### src/rtl/instr_mem_readback.sv
// Instruction-memory readback checker: reads words 0..N-1 back through the
// memory read port, compares each against the program table, and reports
// pass/fail, mismatch count, first failing address and a rotate-XOR checksum.
module instr_mem_readback #(
  parameter int ADDR_W = 7,
  parameter int DATA_W = 32
) (
  input  logic              clk,
  input  logic              rst,
  input  logic              start,
  input  logic [ADDR_W:0]   num_instr,
  output logic              rd_en,
  output logic [ADDR_W-1:0] rd_addr,
  input  logic [DATA_W-1:0] rd_data,
  output logic [ADDR_W-1:0] exp_addr,
  input  logic [DATA_W-1:0] exp_instr,
  output logic              busy,
  output logic              done,
  output logic              pass,
  output logic [ADDR_W:0]   mismatch_count,
  output logic [ADDR_W-1:0] first_bad_addr,
  output logic [DATA_W-1:0] checksum
);

  typedef enum logic [1:0] {S_IDLE, S_READ, S_DRAIN, S_DONE} state_t;

  state_t            state, state_nxt;
  logic [ADDR_W:0]   len;
  logic [ADDR_W:0]   issued;
  logic              vld_p1;
  logic              start_acc;
  logic              miss;
  logic [ADDR_W:0]   cnt_nxt;
  logic              enter_done;

  // Rotate left by one, then fold in the new word.
  function automatic logic [DATA_W-1:0] rot_xor(input logic [DATA_W-1:0] c,
                                                input logic [DATA_W-1:0] d);
    return {c[DATA_W-2:0], c[DATA_W-1]} ^ d;
  endfunction

  // A start is honoured only when no run is in flight.
  assign start_acc  = start && ((state == S_IDLE) || (state == S_DONE));
  assign miss       = vld_p1 && (rd_data != exp_instr);
  assign cnt_nxt    = start_acc ? '0 : mismatch_count + {{ADDR_W{1'b0}}, miss};
  assign enter_done = (state_nxt == S_DONE) && ((state != S_DONE) || start_acc);

  // State register.
  always_ff @(posedge clk or posedge rst) begin
    if (rst) state <= S_IDLE;
    else     state <= state_nxt;
  end

  // Next-state logic; READ ends once the last address has been issued.
  always_comb begin
    state_nxt = state;
    case (state)
      S_IDLE, S_DONE: if (start) state_nxt = (num_instr == '0) ? S_DONE : S_READ;
      S_READ:         if (issued == len) state_nxt = S_DRAIN;
      S_DRAIN:        state_nxt = S_DONE;
      default:        state_nxt = S_IDLE;
    endcase
  end

  // Read address generation and registered status flags.
  always_ff @(posedge clk or posedge rst) begin
    if (rst) begin
      len     <= '0;
      issued  <= '0;
      rd_addr <= '0;
      rd_en   <= 1'b0;
      busy    <= 1'b0;
      done    <= 1'b0;
    end else begin
      if (start_acc) begin
        len     <= num_instr;
        issued  <= (num_instr != '0) ? {{ADDR_W{1'b0}}, 1'b1} : '0;
        rd_addr <= '0;
      end else if ((state == S_READ) && (state_nxt == S_READ)) begin
        issued  <= issued + 1'b1;
        rd_addr <= rd_addr + 1'b1;
      end
      rd_en <= (state_nxt == S_READ);
      busy  <= (state_nxt == S_READ) || (state_nxt == S_DRAIN);
      done  <= (state_nxt == S_DONE);
    end
  end

  // Compare stage: one cycle behind the read strobe, aligned with rd_data.
  always_ff @(posedge clk or posedge rst) begin
    if (rst) begin
      vld_p1         <= 1'b0;
      exp_addr       <= '0;
      mismatch_count <= '0;
      first_bad_addr <= '0;
      checksum       <= '0;
      pass           <= 1'b0;
    end else begin
      vld_p1 <= rd_en;
      if (rd_en)          exp_addr <= rd_addr;
      else if (start_acc) exp_addr <= '0;
      if (start_acc) begin
        checksum       <= '0;
        first_bad_addr <= '0;
      end else if (vld_p1) begin
        checksum <= rot_xor(checksum, rd_data);
        if (miss && (mismatch_count == '0)) first_bad_addr <= exp_addr;
      end
      mismatch_count <= cnt_nxt;
      if (enter_done)     pass <= (cnt_nxt == '0);
      else if (start_acc) pass <= 1'b0;
    end
  end

endmodule

### config.mk
export PLATFORM = sky130hd
export DESIGN_NAME = instr_mem_readback
export DESIGN_NICKNAME = d
export VERILOG_FILES = /design/src/rtl/instr_mem_readback.sv
export SDC_FILE = /design/constraint.sdc
export NUM_CORES = 1
export LEC_CHECK = 0
export CORE_ASPECT_RATIO = 0.9
export CORE_MARGIN = 2
export CORE_UTILIZATION = 45
export CTS_CLUSTER_SIZE = 40
export DETAILED_ROUTE_END_ITERATION = 10
export HOLD_SLACK_MARGIN = 0.12
export PLACE_DENSITY = 0.79
export SYNTH_ARGS = -nofsm -noshare
export SYNTH_HDL_FRONTEND = slang
export SYNTH_SLANG_ARGS = --single-unit
### constraint.sdc
create_clock -name clk -period 5.3 [get_ports clk]
set_input_delay 1.325 -clock clk [delete_from_list [all_inputs] [get_ports clk]]
set_output_delay 1.325 -clock clk [all_outputs]
set_load 0.005 [all_outputs]
; After elaboration in Yosys (flattened, before gate mapping)
; Index checks and enable logic that the tools add are counted.
[op_classes]
add_sub_neg = 3
eq_ne = 9
n_mux = 19
bitwise = 1
reduce_logical = 20
[ops]
columns = operator, count
row1 = 32-bit 2-to-1 mux, 2
row2 = 7-bit 2-to-1 mux, 7
row3 = 32-bit inequality test, 1
row4 = 32-bit bitwise XOR, 1
row5 = 8-bit logical NOT, 3
row6 = 8-bit 2-to-1 mux, 3
row7 = 2-bit nonzero test, 5
row8 = 8-bit by 1-bit adder with 8-bit output, 1
row9 = 8-bit by 1-bit adder with 8-bit output (second input constant), 1
row10 = 2-bit equality test (second input constant), 4
row11 = 8-bit equality test, 1
row12 = 8-bit nonzero test, 1
row13 = 7-bit by 1-bit adder with 7-bit output (second input constant), 1
row14 = 2-bit 2-to-1 mux, 3
row15 = 2-bit one-hot mux with 3 select lines, 1
row16 = 1-bit logical AND, 5
row17 = 2-bit by 1-bit equality test with 1-bit output (second input constant), 2
row18 = 1-bit logical OR, 3
row19 = 1-bit 2-to-1 mux, 3
row20 = 2-bit logical NOT, 1
row21 = 2-bit inequality test (second input constant), 1
row22 = 2-bit AND reduction, 1
row23 = 2-bit OR reduction, 1
[totals]
reg_bits = 84
in_bits = 75
output_inout_bits = 65
wordCells = 65

; Longest topological paths before layout
; Gate-level depths: netlist (run 1).
[depth]
depth_word = 8
ltp_mapped = 14
mapped_depth_nobuf = 11

; Least setup slack after synthesis (run 1)
; No wires, ideal clock.
[synth_path]
path_kind = input -> register
from = in rd_data[12]
to = reg pass
setup_time_ps = 92
t_arrival_ps = 3555
required_ps = 5208
slack_ps = 1653
cell_stages = 10
path_buffers = 0
cell_sequence = xnor2_1 nand4_1 nor4_1 a31oi_1 ha_1 nand3_2 mux2_4 o221a_1 or4_4 o31ai_2
[synth_via]
elab_chain_len = 6
[synth_lines]
columns = item, line
row1 = from (decl), 14  ; input logic [DATA_W-1:0] rd_data,
row2 = 32-bit inequality test, 44  ; assign miss = vld_p1 && (rd_data != exp_instr);
row3 = 1-bit logical AND, 44
row4 = 8-bit by 1-bit adder with 8-bit output, 45  ; assign cnt_nxt = start_acc ? '0 : mismatch_count + {{ADDR_W{1'b0}}, miss};
row5 = 8-bit 2-to-1 mux, 45
row6 = 8-bit logical NOT, 110  ; if (enter_done) pass <= (cnt_nxt == '0);
row7 = 1-bit 2-to-1 mux, 110
row8 = to (signal assigned), 110
row9 = to (decl), 19  ; output logic pass,
; No other way between the ends.
; A chain may end at the register's enable or synchronous reset.

; Worst setup path after layout (run 1)
; Ends and elaborated chain as after synthesis.

==> results of run 1 <==
layer usage:
layer  GRT usage, %  wire length [um]  vias to the layer above
met5              0                 0                        -
met3           6.23               792                       14
met2           37.9              5170                      112
li1               -                 -                     1705
met1           27.6              4640                     1633
met4           7.03               207                        0
Yosys cell counts (all sizes together):
| cell | number | area, um2 |
|---|---|---|
| dfrtp | 84 | 2100 |
| xnor2 | 69 | 604 |
| nand2 | 57 | 214 |
| nor2 | 55 | 206 |
| a211oi | 32 | 240 |
| xor2 | 18 | 158 |
| clkbuf | 13 | 48.8 |
| nand4 | 13 | 81.3 |
| o21ai | 13 | 65.1 |
| ha | 9 | 113 |
| mux2i | 9 | 90.1 |
| inv | 7 | 26.3 |
| a21oi | 5 | 25.0 |
| buf | 5 | 18.8 |
| nand3 | 5 | 30.0 |
| nor4 | 5 | 31.3 |
| and2 | 4 | 25.0 |
| or3 | 4 | 25.0 |
| nand2b | 3 | 18.8 |
| or4 | 3 | 26.3 |
| a31oi | 2 | 18.8 |
| nor3 | 2 | 10.0 |
| a21bo | 1 | 10.0 |
| a32o | 1 | 10.0 |
| a32oi | 1 | 8.76 |
| and3 | 1 | 6.26 |
| mux2 | 1 | 15.0 |
| o221a | 1 | 11.3 |
| o22ai | 1 | 6.26 |
| o31ai | 1 | 12.5 |
registers in the layout (all words and copies together), names as in the netlist:
name	count
mismatch_count	8
issued	8
checksum	32
vld_p1	1
rd_en	1
exp_addr	7
rd_addr	7
done	1
pass	1
busy	1
first_bad_addr	7
len	8
state	2
how the worst max path moves through the flow:
stage	endpoint	depth (start not counted)	slack [ns]
5_1_grt	pass$_DFFE_PP0P_	12	0.97
2_1_floorplan	pass$_DFFE_PP0P_	10	1.65
3_5_place_dp	pass$_DFFE_PP0P_	11	0.79
4_1_cts	pass$_DFFE_PP0P_	11	1.14
3_3_place_gp	pass$_DFFE_PP0P_	11	0.87
6_report	pass$_DFFE_PP0P_	11	1.13
worst register-to-register path: cells and delay by family (launching register included):
kind | cells | cell delay (ns)
compound gates | 3 | 0.58
fa+ha+maj | 1 | 0.21
buf+inv | 1 | 0.04
flops | 1 | 1.08
mux | 1 | 0.33
simple gates | 2 | 0.63
logic make-up after synthesis:
family,synth area share (%)
and+or+nand+nor,15.8
xor gates and xnor gates,17.9
DFF,49.4
AOI/OAI and AO/OA,9.58
buffers and inverters,2.20
muxes,2.47
adders and majority gates,2.64
area by class of cell:
cell class	count	area, um2	area share (%)
multi-input cells	316	2060	34.7
inverters	7	27.5	0.463
flip-flops and latches	84	2100	35.4
well taps	122	153	2.57
clock inverters	4	50.0	0.842
repair buffers	141	1410	23.7
clock buffers	11	141	2.38
placed cells by master, fill, tap and decap left out, drive strengths merged:
cell type | netlist | routed
a21oi | 5 | 5
nand4 | 13 | 13
a31oi | 2 | 2
xnor2 | 69 | 69
nand2b | 3 | 3
a21bo | 1 | 1
o22ai | 1 | 1
nor3 | 2 | 2
inv | 7 | 6
bufinv | 0 | 1
and3 | 1 | 1
and2 | 4 | 4
dfrtp | 84 | 84
buf | 5 | 2
a32o | 1 | 1
clkbuf | 13 | 11
mux2 | 1 | 1
clkdlybuf4s50 | 0 | 139
clkinvlp | 0 | 2
o31ai | 1 | 1
o21ai | 13 | 13
or4 | 3 | 3
nand2 | 57 | 57
o221a | 1 | 1
ha | 9 | 9
nor2 | 55 | 55
clkinv | 0 | 2
nand3 | 5 | 5
a32oi | 1 | 1
or3 | 4 | 4
a211oi | 32 | 32
nor4 | 5 | 5
mux2i | 9 | 9
xor2 | 18 | 18
where the power goes:
part	internal, W	total [W]	leakage, nW	switching (W)
clock network	0.000228	0.000451	0.0914	0.000224
logic	0.000657	0.00119	1.21	0.000538
registers	0.000851	0.00113	1.10	0.000275
per-stage QoR:
stage	area (um2)	std cells	utilization [%]	power, W	setup WS [ns]
6_report	5940	685	64.9	0.00277	1.13
5_1_grt	5940	685	64.9	0.00298	0.966
4_1_cts	5940	685	64.9	0.00279	1.14
3_5_place_dp	5750	670	62.8	0.00233	0.786
3_3_place_gp	5750	670	62.8	0.00229	0.872
2_1_floorplan	4260	425	-	0.00177	1.65
==> qor.yml, run 1 <==
cells_and_area:
  nNetsFinal: 643
  drive_above_1_share_pct: 4.62
  num_antenna_cells: 0
  nFillCells: 760
  syn2layout_area_growth_pct: 39.6
cts:
  clock_sinks: 84
  clk_pin_slew_ns: 0.09
  clock_path_buffers: 2
  cts_hold_buf: 0
  post_cts_buffers: 0
  cts_root_buf: "clkbuf_8"
  cts_tree: "yes"
  numCtsBuffers: 9
  h-tree-depth: 3
  clkLatencyLatePin_ns: 0.34
  cts-resized-gates: 0
yosys:
  yosysSeqAreaShare_pct: 49.4
  syn_inst: 425
  syn_avg_cell_area_um2: 10.0
  synth_cell_types: 35
  ys_warn_count: 0
  syn_area_um2: 4260
  ys_ff_latch: 84
  synth.net_count: 509
die:
  die_w_um: 107
  die_h_um: 96.3
  io_pins: 140
  rows: 33
  start_util_pct: 46.5
  die_area_um2: 10300
  coreArea_um2: 9170
route:
  wirelength_um: 10800
  vias_per_cell: 5.06
  drt_iter0_markers: 137
  vias: 3464
  drtAntennaViolNets: 0
  first_pass_iters: 5
  drcViolationCount: 0
  wl_per_cell_um: 15.8
critical_path:
  ff2ff_path_depth: 8
  critical-path-max-stage-delay_ns: 0.55
  cp_slowest_cell: "nor4_1"
  cp_top_family: "simple AND/OR/NAND/NOR gates"
  reg2reg_to: "pass$_DFFE_PP0P_"
  critPathArrivalTime_ns: 4.42
  critPathBufInv: 1
  end_kind: "register"
  crit_fanout: 6
  crit_required_ns: 5.55
  rrSetupSlack_ns: 2.35
  critical_path.startpoint: "rd_data[12]"
  critPathKind: "in2reg"
  path_cells: "clkdlybuf4s50_1 -> xnor2_1 -> nand4_1 -> nor4_1 -> a31oi_1 -> ha_1 -> nand3_2 -> mux2_4 -> o221a_1 -> or4_4 -> o31ai_2"
  r2r-start: "vld_p1$_DFF_PP0_"
  startpoint_type: "primary input"
pwr:
  power_leakage_nw: 2.39
  p_per_area_nw_per_um2: 466
  ir_worst_vdd_mv: 0.254
flow_run:
  drv_cap: 0
global_routing:
  grt_overflow: 0
  grt_pass1_wl_um: 17700
  grt_pass1_vias: 3587
  grt_use_total_pct: 22.2
  grt_start_max_net_pins: 67
  antenna_found_initial: 0
worst_hold_path:
  hold_class: "reg2reg"
  min_from: "len[4]$_DFFE_PP0P_"
  min_to: "len[4]$_DFFE_PP0P_"
  hold_depth: 2
place:
  gp_congestion: 0.825
  numPortBuffers: 139
  dp_hpwl_um: 8180
sta:
  hold_viol: 0
  relSlewSlack_pct: 27.9
  worst_pin_slew_ns: 1.08
  fmaxAchievable_ghz: 0.240
  finalCritPeriodShare_pct: 78.6
  timing.clock.skew_ns: 0.00971
  rsz0062_at_grt: "false"
  min_period_ns: 4.17
  hold_ws_ns: 0.502
  finalSetupTns_ns: 0
  slew_viol_final: 0
  setup_violations: 0
run_status:
  status: "finished clean"
Power figures use the tool's default switching activity.
==> run 2, diff against run 1 <==
==> constraint.sdc (replaced) <==
create_clock -name clk -period 4 [get_ports clk]
set_input_delay 1 -clock clk [delete_from_list [all_inputs] [get_ports clk]]
set_output_delay 1 -clock clk [all_outputs]
set_load 0.005 [all_outputs]
==> run 2 against run 1 <==
Effect of this change: core utilization rose by 0.76 points; total power grew 35%; critical endpoint unchanged; flip-flop and latch count is the same; final cell count rose by 1.0%; non-clock buffer count is 6 higher; largest power group unchanged; global-route usage up 0.27 points.
==> qor.yml, run 2 (synthesized netlist as in run 1, its figures left out) <==
critical_path:
  end_kind: "register"
  crit_required_ns: 4.27
  critPathKind: "in2reg"
  crit_fanout: 2
  critPathArrivalTime_ns: 3.98
  startpoint_type: "primary input"
die:
  die_w_um: 107
  io_pins: 140
  rows: 33
  coreArea_um2: 9170
  die_area_um2: 10300
  die_h_um: 96.3
  start_util_pct: 46.5
sta:
  slew_viol_final: 0
  fmaxAchievable_ghz: 0.270
  setup_violations: 0
  hold_viol: 0
  worst_pin_slew_ns: 0.687
  finalSetupTns_ns: 0
  timing.clock.skew_ns: 0.0119
  rsz0062_at_grt: "false"
  finalCritPeriodShare_pct: 92.7
  min_period_ns: 3.71
  relSlewSlack_pct: 54.1
cts:
  cts-resized-gates: 0
  clock_path_buffers: 2
  post_cts_buffers: 0
  cts_tree: "yes"
  cts_hold_buf: 0
  clkLatencyLatePin_ns: 0.36
  clock_sinks: 84
  numCtsBuffers: 9
  h-tree-depth: 3
  cts_root_buf: "clkbuf_8"
  clk_pin_slew_ns: 0.09
global_routing:
  grt_pass1_vias: 3566
  grt_pass1_wl_um: 17500
  grt_start_max_net_pins: 66
  grt_overflow: 0
  grt_use_total_pct: 22.5
  antenna_found_initial: 0
place:
  gp_congestion: 0.814
  place_inst: 676
  numPortBuffers: 139
  dp_hpwl_um: 8220
pwr:
  ir_worst_vdd_mv: 0.353
  power_leakage_nw: 2.43
  p_per_area_nw_per_um2: 623
cells_and_area:
  fin_util_pct: 65.6
  layout_common_cells: "clkdlybuf4s50_1, dfrtp_1, xnor2_1"
  nNetsFinal: 649
  top_register: "checksum"
  num_antenna_cells: 0
  drive_above_1_share_pct: 5.79
  final_common_cell: "clkdlybuf4s50_1"
  fin_cells: 692
  nFillCells: 745
  syn2layout_area_growth_pct: 41.3
  largest_reg_flops: 32
flow_run:
  drv_cap: 0
route:
  vias_per_cell: 5.12
  drcViolationCount: 0
  wl_per_cell_um: 15.7
  drt_iter0_markers: 160
  drtAntennaViolNets: 0
  vias: 3546
  wirelength_um: 10900
  first_pass_iters: 4
run_status:
  status: "finished clean"
worst_hold_path:
  hold_class: "reg2reg"
-- run 2: final timing paths --
path / to / from / cells after the start / slack [ns]
hold reg to reg: len[7]$_DFFE_PP0P_ / len[7]$_DFFE_PP0P_ / 2 / 0.51
setup / recovery: pass$_DFFE_PP0P_ / rd_data[7] / 12 / 0.29
hold / removal: len[7]$_DFFE_PP0P_ / len[7]$_DFFE_PP0P_ / 2 / 0.51
min in group asynchronous: checksum[21]$_DFFE_PP0P_ / rst / 2 / 0.93
max in group asynchronous: checksum[15]$_DFFE_PP0P_ / rst / 3 / 2.31
setup reg to reg: rd_addr[5]$_DFFE_PP0P_ / state[0]$_DFF_PP0_ / 10 / 1.22
-- run 2: area by class of cell --
class	instances	area (um2)	share of cell area [%]
Tap cell	122	153	2.54
Timing Repair Buffer	147	1450	24.1
Multi-Input combinational cell	316	2060	34.3
Inverter	7	27.5	0.458
Clock inverter	6	88.8	1.48
Sequential cell	84	2100	35.0
Clock buffer	10	128	2.12
-- run 2: worst max-delay path, stage by stage --
cell,delay [ns]
clkdlybuf4s50_1,0.45
xnor2_1,0.31
nand4_1,0.16
nor4_1,0.28
buf_4,0.18
a31oi_1,0.08
ha_1,0.22
nand3_2,0.09
mux2_4,0.30
o221a_1,0.22
or4_4,0.48
o31ai_2,0.19
-- run 2: layer usage --
metal	wire length (um)	global-route usage (%)
met4	256	8.98
met2	5300	37.7
met5	0	0
met3	735	5.82
met1	4580	28.0
-- run 2: power breakdown --
part	switching (W)	internal (W)
sequential	0.000295	0.00113
clock	0.000312	0.000352
combinational	0.000781	0.000878
total	0.00139	0.00236
-- run 2: metrics by stage --
stage / power (W) / hold slack [ns] / setup slack [ns] / cell area, um2
final: 0.00375 / 0.506 / 0.293 / 6010
after global routing: 0.00402 / 0.530 / 0.168 / 6010
after CTS: 0.00377 / 0.510 / 0.357 / 6010
after detailed placement: 0.00310 / 0.490 / -0.0147 / 5800
after global placement: 0.00305 / 0.482 / 0.0336 / 5800
after floorplan: 0.00234 / 0.465 / 0.678 / 4260
